$ cat src/rtl/sram_arb_pkg.sv
// Shared types for the SRAM port arbiter: FSM states, defaults and
// the data-phase record carried from grant edge to data cycle.
package sram_arb_pkg;

    localparam int DEF_AW    = 10;
    localparam int DEF_DW    = 32;
    localparam int DEF_DEPTH = 1024;
    localparam int ID_W      = 2;
    localparam int DW_MAX    = 32;

    typedef enum logic [1:0] {
        ST_INIT,
        ST_DRAIN,
        ST_ARB
    } state_t;

    typedef struct packed {
        logic              valid;
        logic              wr;
        logic [ID_W-1:0]   id;
        logic [DW_MAX-1:0] wdata;
    } dp_t;

endpackage

$ cat src/rtl/sram_port_arbiter_rr_arbiter.sv
// Round-robin winner select with registered rotating pointer and an
// optional lock that keeps re-granting the same requester.
module rr_arbiter
    import sram_arb_pkg::*;
#(
    parameter int NREQ = 2
) (
    input  logic            I_HCLK,
    input  logic            I_HRESETn,
    input  logic            en,
    input  logic [NREQ-1:0] req,
    input  logic [NREQ-1:0] lock,
    output logic [NREQ-1:0] gnt,
    output logic            hit,
    output logic [ID_W-1:0] win
);

    logic [ID_W-1:0] ptr_q;
    logic [ID_W-1:0] lock_id_q;
    logic            locked_q;
    logic            found;

    always_comb begin
        found = 1'b0;
        win   = '0;
        if (locked_q && req[lock_id_q]) begin
            found = 1'b1;
            win   = lock_id_q;
        end else begin
            for (int i = 0; i < NREQ; i++) begin
                if (!found && req[(int'(ptr_q) + i) % NREQ]) begin
                    found = 1'b1;
                    win   = ID_W'((int'(ptr_q) + i) % NREQ);
                end
            end
        end
        hit = en && found;
        gnt = hit ? (NREQ'(1) << win) : '0;
    end

    always_ff @(posedge I_HCLK or negedge I_HRESETn) begin
        if (!I_HRESETn) begin
            ptr_q     <= '0;
            lock_id_q <= '0;
            locked_q  <= 1'b0;
        end else begin
            locked_q <= hit && lock[win];
            if (hit) begin
                lock_id_q <= win;
                ptr_q     <= (int'(win) == NREQ - 1) ? '0 : win + 1'b1;
            end
        end
    end

endmodule

$ cat src/rtl/sram_port_arbiter.sv
// Zero-fills a single-port SRAM after reset, then shares it round-robin.
// Define SRAM_ARB_LOCK_EN to add the I_LOCK burst-lock input.
module sram_port_arbiter
    import sram_arb_pkg::*;
#(
    parameter int NREQ  = 2,
    parameter int AW    = DEF_AW,
    parameter int DW    = DEF_DW,
    parameter int DEPTH = DEF_DEPTH
) (
    input  logic               I_HCLK,
    input  logic               I_HRESETn,
    input  logic [NREQ-1:0]    I_REQ,
    input  logic [NREQ-1:0]    I_WR,
`ifdef SRAM_ARB_LOCK_EN
    input  logic [NREQ-1:0]    I_LOCK,
`endif
    input  logic [NREQ*AW-1:0] I_ADDR,
    input  logic [NREQ*DW-1:0] I_WDATA,
    output logic [NREQ-1:0]    O_GNT,
    output logic [NREQ-1:0]    O_RVALID,
    output logic [DW-1:0]      O_RDATA,
    output logic               O_INIT_DONE,
    output logic [AW-1:0]      O_MADDR,
    output logic [DW-1:0]      O_MWDATA,
    output logic               O_MWREN,
    input  logic [DW-1:0]      I_MRDATA
);

    state_t          state_q, state_d;
    logic [AW-1:0]   cnt_q;
    logic [AW-1:0]   maddr_q;
    logic            done_q;
    dp_t             dp_q, dp_d;
    logic [NREQ-1:0] lock;
    logic            hit;
    logic [ID_W-1:0] win;

`ifdef SRAM_ARB_LOCK_EN
    assign lock = I_LOCK;
`else
    assign lock = '0;
`endif

    rr_arbiter #(.NREQ(NREQ)) u_rr (
        .I_HCLK    (I_HCLK),
        .I_HRESETn (I_HRESETn),
        .en        (state_q == ST_ARB),
        .req       (I_REQ),
        .lock      (lock),
        .gnt       (O_GNT),
        .hit       (hit),
        .win       (win)
    );

    always_comb begin
        state_d = state_q;
        dp_d    = '0;
        O_MADDR = maddr_q;
        unique case (state_q)
            ST_INIT: begin
                O_MADDR    = cnt_q;
                dp_d.valid = 1'b1;
                dp_d.wr    = 1'b1;
                if (cnt_q == AW'(DEPTH - 1)) state_d = ST_DRAIN;
            end
            ST_DRAIN: state_d = ST_ARB;
            ST_ARB: begin
                if (hit) begin
                    O_MADDR    = I_ADDR[win*AW +: AW];
                    dp_d.valid = 1'b1;
                    dp_d.wr    = I_WR[win];
                    dp_d.id    = win;
                    dp_d.wdata = DW_MAX'(I_WDATA[win*DW +: DW]);
                end
            end
            default: state_d = ST_INIT;
        endcase
    end

    always_ff @(posedge I_HCLK or negedge I_HRESETn) begin
        if (!I_HRESETn) begin
            state_q <= ST_INIT;
            cnt_q   <= '0;
            maddr_q <= '0;
            done_q  <= 1'b0;
            dp_q    <= '0;
        end else begin
            state_q <= state_d;
            maddr_q <= O_MADDR;
            dp_q    <= dp_d;
            if (state_q == ST_INIT) cnt_q <= cnt_q + 1'b1;
            if (state_q == ST_DRAIN) done_q <= 1'b1;
        end
    end

    // The data phase is driven entirely from the record latched at grant.
    always_comb begin
        for (int n = 0; n < NREQ; n++) begin
            O_RVALID[n] = dp_q.valid && !dp_q.wr && (dp_q.id == ID_W'(n));
        end
    end

    assign O_MWREN     = dp_q.valid && dp_q.wr;
    assign O_MWDATA    = dp_q.wdata[DW-1:0];
    assign O_RDATA     = I_MRDATA;
    assign O_INIT_DONE = done_q;

endmodule

$ cat config.mk
export PLATFORM = sky130hd
export DESIGN_NAME = sram_port_arbiter
export DESIGN_NICKNAME = d
export VERILOG_FILES = /design/src/rtl/sram_arb_pkg.sv /design/src/rtl/sram_port_arbiter_rr_arbiter.sv /design/src/rtl/sram_port_arbiter.sv
export SDC_FILE = /design/constraint.sdc
export NUM_CORES = 1
export LEC_CHECK = 0
export BUFFER_PORTS_ARGS = -buffer_cell sky130_fd_sc_hd__buf_2
export CORE_MARGIN = 2
export CORE_UTILIZATION = 25
export DETAILED_ROUTE_END_ITERATION = 7
export GPL_TIMING_DRIVEN = 0
export SLEW_MARGIN = 10
export SYNTH_ARGS = -nofsm -noshare
export SYNTH_HDL_FRONTEND = slang
export SYNTH_SLANG_ARGS = --single-unit
$ cat constraint.sdc
create_clock -name I_HCLK -period 1.85 [get_ports I_HCLK]
set_clock_uncertainty 0.05 [all_clocks]
set_input_delay 0.37 -clock I_HCLK [delete_from_list [all_inputs] [get_ports I_HCLK]]
set_output_delay 0.37 -clock I_HCLK [all_outputs]
set_load 0.005 [all_outputs]
Word-level counts from Yosys, hierarchy flattened
Cells that the tools add are included.

storage, ports and cells
  register bits = 63
  latch bits = 0
  bits in writable memories = 0
  ROM bits = 0
  output and inout bits = 80
  logic and storage cells = 69
  memories kept = 0

cells by class
  add/subtract/negate cells = 3
  $mul = 1
  divide/modulo/power cells = 0
  $lt $le $gt $ge = 4
  equality and inequality tests = 6
  shift-type cells = 3
  muxes and demuxes = 26
  bitwise logic cells = 2
  reduce and logical (&&, ||, !) cells = 13

operators with widths
  operator                                              count
  indexed part select 64 x 8 -> 32 bit                  1
  2-to-1 mux 36 bit                                     1
  2-to-1 mux 34 bit                                     1
  case mux 10 bit (2 select lines)                      1
  indexed part select 20 x 7 -> 10 bit                  1
  2-to-1 mux 1 bit                                      16
  adder 10 x 1 -> 10 bit (second input constant)        1
  equality test 10 bit (second input constant)          1
  2-to-1 mux 10 bit                                     1
  logical AND 1 bit                                     8
  2-to-1 mux 2 bit                                      4
  case mux 2 bit (3 select lines)                       1
  multiplier 2 x 3 -> 5 bit (second input constant)     1
  equality test 2 x 1 -> 1 bit (second input constant)  2
  equality test 2 bit (second input constant)           2
  zero test 2 bit                                       2
  < comparator 2 bit (second input constant)            2
  case mux 2 bit (2 select lines)                       1
  < comparator 2 x 3 -> 1 bit (second input constant)   1
  adder 1 bit (second input constant)                   2
  zero test 1 bit                                       2
  < comparator 1 x 2 -> 1 bit (second input constant)   1
  != test 2 bit (second input constant)                 1
  AND reduction 2 bit                                   1
  other kinds (3)                                       3

Depth between registers and ports, before layout
  depth in word-level cells = 12
  gate-level depth with buffers = 7
  gate-level depth less buffers = 4

Modules after synthesis
From an unflattened synthesis, not the netlist that was laid out.

second synthesis, totals
  cell total of the unflattened synthesis = 297
  area total of the unflattened synthesis = 3,268.1 sq um

modules (own cells, without submodules)
  module             times used  cells each  area an instance (sq um)  sequential area each (sq um)
  sram_port_arbiter  1           275         3,034.2                   1,476.4
  rr_arbiter         1           22          234.0                     100.1

Least setup slack after synthesis
Ideal clock, no wire load.

  path kind = reg2out
  start point = reg state_q[0]
  end point = out O_MADDR[6]
  arrival time = 1.178 ns
  setup slack = 0.252 ns
  cell stages (with the launch flop) = 6
  path buffers = 2
  cell sequence = dfrtp_1 -> buf_2 -> nor2_1 -> buf_2 -> a32oi_1 -> nand3_1

on the way
  longest elaborated chain between the ends = 4
  elaborated cells on any way between the ends = 5

ends and longest elaborated chain
  item                                RTL line                                          RTL
  start, declared                     sram_port_arbiter.sv:30                           state_t state_q, state_d;
  start signal, assigned              sram_port_arbiter.sv:89                           state_q <= state_d;
  equality test 2 bit                 sram_port_arbiter.sv:48, sram_port_arbiter.sv:60
  logical AND 1 bit                   sram_port_arbiter_rr_arbiter.sv:37                hit = en && found;
  2-to-1 mux 10 bit                   sram_port_arbiter.sv:69                           if (hit) begin
  case mux 10 bit (2 select lines) *  sram_port_arbiter.sv:60                           unique case (state_q)
  end, declared                       sram_port_arbiter.sv:24                           output logic [AW-1:0] O_MADDR,

Mark *: on every way between the ends. The rest lies on a longest branch, timed or not.

Worst setup path after layout
  start point = reg state_q[1]
  end point = out O_MADDR[2]

Same word-level chain as after synthesis.

==> summary.md <==
| Metric | Value |
|---|---|
| Synth top area share | `approximately 50%` |
| Port bufs | `about 170` |
| Simple-gate share of the synthesized area | `under 10%` |
| Slew @ Worst Pin | `0.7724 ns` |
| Fin nets | `~580` |
| Unrepaired setup endpoints after global routing | `true` |
| Core ar. | `11520 µm²` |
| Die Y | `about 110 µm` |
| Vias in the first global route | `between 2000 and 3000` |
| Post-Synth XOR/XNOR Area | `2.955%` |
| Synth Area in Compound Gates | `between 15 and 20%` |
| Leading area contributor after synthesis | `dfrtp_1` |
| Maxcap violations | `0` |
| Type of origin of the critical path | `register` |
| Starting density of the core | `about a quarter` |
| Layout cells sized above 1 | `roughly two thirds` |
| Pwr dens | `around 700 nW/µm²` |
| TritonRoute pass-1 iters | `8` |
| Initial antenna violation count | `0` |
| Synth-to-Final Area Change | `54.66%` |
| Worst-path cell chain | `buf_4 -> or3b_4 -> o2111ai_4 -> buf_2` |
| Top_reg_cell synth | `dfrtp_1` |
| Drt via density | `between 4 and 5` |
| Synth top cells by count | `buf_4, dfrtp_1, a22o_1, inv_1` |
| Syn avg cell area | `approximately 11 µm²` |
| Peak VDD IR | `roughly 0.00029 V` |
| Synth Area in Adders | `0.4221%` |
| Largest net degree at the start of global routing | `60` |
| Leakage power | `between 2 and 3 nW` |
| Final WS setup | `-0.2010 ns` |
| Main combinational cell family by area after synthesis | `buffers and inverters` |
| Critical Path Max Stage Delay | `between 0.4 and 0.5 ns` |
| Post-synth cell types | `38` |
| Rows | `39` |
| Yosys reg bits | `between 50 and 60` |
| Rel. slew slack | `48.50%` |
| Top cells by area, synth | `dfrtp_1, buf_4, a22o_1` |
| Final Hold Viols | `0` |
| Critical path buffers and inverters | `2` |
| Syn_nets | `roughly 390` |
| Root buf cell | `clkbuf_16` |
| CP top delay family | `flip-flops` |
| Post-synth EDFFs | `0` |
| Hold Crit Class | `in -> async` |
| Cells after DPL | `approximately 580` |
| WP data required | `1.43 ns` |
| Async SR Flop Fraction | `between 90% and 100%` |
| R2R depth | `8` |
| R2r startpoint | `state_q[1]$_DFFE_PN0P_` |
| Status | `finished with violations` |
| Antenna viol nets, final | `0` |
| Die Span X | `around 110 µm` |
| Clock-pin slew on the worst setup and hold paths | `approximately 0.050 ns` |
| TritonCTS Buffers | `9` |
| Total Routing Usage GR | `13.71%` |
| Diode count | `0` |
| I/O Pins | `202` |
| Period utilisation layout | `110.9%` |
| Crit-path max FO | `6` |
| Failing checks | `design-rule violations, negative setup slack` |
| Kind of critical path | `reg -> out` |
| Clock Latency Late Sink | `0.33 ns` |
| Hold Worst Slack | `between 0.07 and 0.08 ns` |
| Final GP Congestion | `~0.8` |
| Total power | `between 0.003 and 0.004 W` |
| Routed len/inst | `~14 µm` |
| Die area | `approximately 13000 µm²` |
| Yosys warns | `0` |
| Slowest CP cell | `dfrtp_2` |
| Multiplexer area fraction after synthesis | `0.3799%` |
| Count leader, synth | `buf_4` |
| Tmin final | `approximately 2.1 ns` |
| Setup crit end kind | `output pin` |
| Post-synthesis sequential area ratio | `between 40% and 50%` |
| H-tree depth | `3` |
| First-pass GRT wire length | `between 10000 and 15000 µm` |
| Clock buffer depth | `2` |
| Reg-to-reg endpoint | `O_MWDATA[7]$_DFF_PN0_` |
| Finished Layout Cells | `around 610` |
| DR iter-0 viols | `82` |
| CTS tree | `built` |
| Final WL | `between 8000 and 9000 µm` |
| Global route overflow | `0` |
| Worst setup path startpoint | `state_q[1]$_DFFE_PN0P_` |
| Vias | `between 2000 and 3000` |
| Worst EP arrival | `roughly 1.6 ns` |
| Post-Synthesis Cells | `between 200 and 300` |
| Placed wire-length estimate | `between 6000 and 7000 µm` |
| Mapped cell area | `slightly below 3000 µm²` |
| Fmax | `roughly 0.5 GHz` |
| Reg2Reg Setup Slack | `~0.03 ns` |
| Max-slew violation count | `0` |
| Setup Viol. Count Final | `11` |
| DRC Markers | `15` |
| # clock sinks | `59` |
-- cells by family (layout without fill, tap and decap cells) --
family / after synthesis / count (layout)
AOI/OAI and AO/OA: 61 / 61
xor gates and xnor gates: 10 / 10
adders and majority gates: 1 / 1
buffers and inverters: 88 / 288
DFF: 59 / 59
muxes: 1 / 1
and+or+nand+nor: 43 / 44
-- cell usage in the layout, fill, tap and decap left out, types with 5 or more instances in the layout --
cell type and count:
clkbuf_16 9, dfrtp_1 57, o2111ai_2 5, inv_1 10, nand4_1 7, buf_4 83
buf_2 168, a22o_1 32, nand2_1 9, nand3_1 5, buf_6 8, xnor2_1 5
o21ai_1 6, xor2_1 5
-- worst max-delay path by stage --
stage,to,slack [ns],depth (start not counted)
3_3_place_gp,O_MADDR[9],-0.65,5
2_1_floorplan,O_MADDR[6],0.25,5
6_report,O_MADDR[2],-0.20,4
4_1_cts,O_MADDR[2],-0.20,6
3_5_place_dp,O_MADDR[5],-0.64,5
5_1_grt,O_MADDR[8],-0.28,5
-- worst register-to-register path: cells and delay by family (launching register included) --
kind                   cells  cell delay (ns)
AO/OA/AOI/OAI              1             0.24
buffers and inverters      5             0.66
flip-flops                 1             0.47
AND/OR/NAND/NOR            2             0.30
-- report_power, final --
part | switching (W) | total, W | internal (W)
Clock | 0.000584 | 0.00165 | 0.00107
Combinational | 0.0000966 | 0.000234 | 0.000138
Sequential | 0 | 0.00129 | 0.00129
Total | 0.000681 | 0.00318 | 0.00250
-- final cells by class --
class	instances	area, µm²
fill	1153	6932
sequential	59	1479
timing repair buffer	188	1005
multi-input combinational	117	1002
buffer	73	578.1
clock buffer	11	242.7
tap	143	178.9
clock inverter	5	52.55
inverter	11	46.29
-- through the flow --
stage	TNS [ns]	setup WS [ns]	instance area, µm²	util (%)
after floorplan	0	0.2525	2964	-
after global placement	-7.056	-0.6475	3989	34.64
after detailed placement	-6.942	-0.6384	3991	34.66
after CTS	-1.902	-0.2006	4524	39.29
after global routing	-3.369	-0.2767	4584	39.81
final	-1.927	-0.2010	4584	39.81
-- metal layers --
| layer | vias up | track usage (%) | routed length (µm) |
|---|---|---|---|
| met5 | - | 0 | 0 |
| met4 | 0 | 5.366 | 172 |
| met3 | 16 | 4.553 | 715 |
| met2 | 121 | 22.77 | 4344 |
| met1 | 1290 | 16.51 | 3491 |
| li1 | 1261 | - | - |
-- registers in the layout, summed over array words and instances, names as in the netlist --
signal       cells
O_MWDATA        32
cnt_q           10
maddr_q         10
dp_q             3
state_q          2
O_INIT_DONE      1
u_rr.ptr_q       1
-- timing repair --
action                                  4_1_cts  5_1_grt
endpoints found under the setup margin       20       12
gates resized for setup                      38       12
cloned                                        2        0
pin swaps                                     2        4
buffers inserted                             14        4
hold endpoints to repair                      0        0
hold buffers                                  0        0
Power figures use the tool's default switching activity.
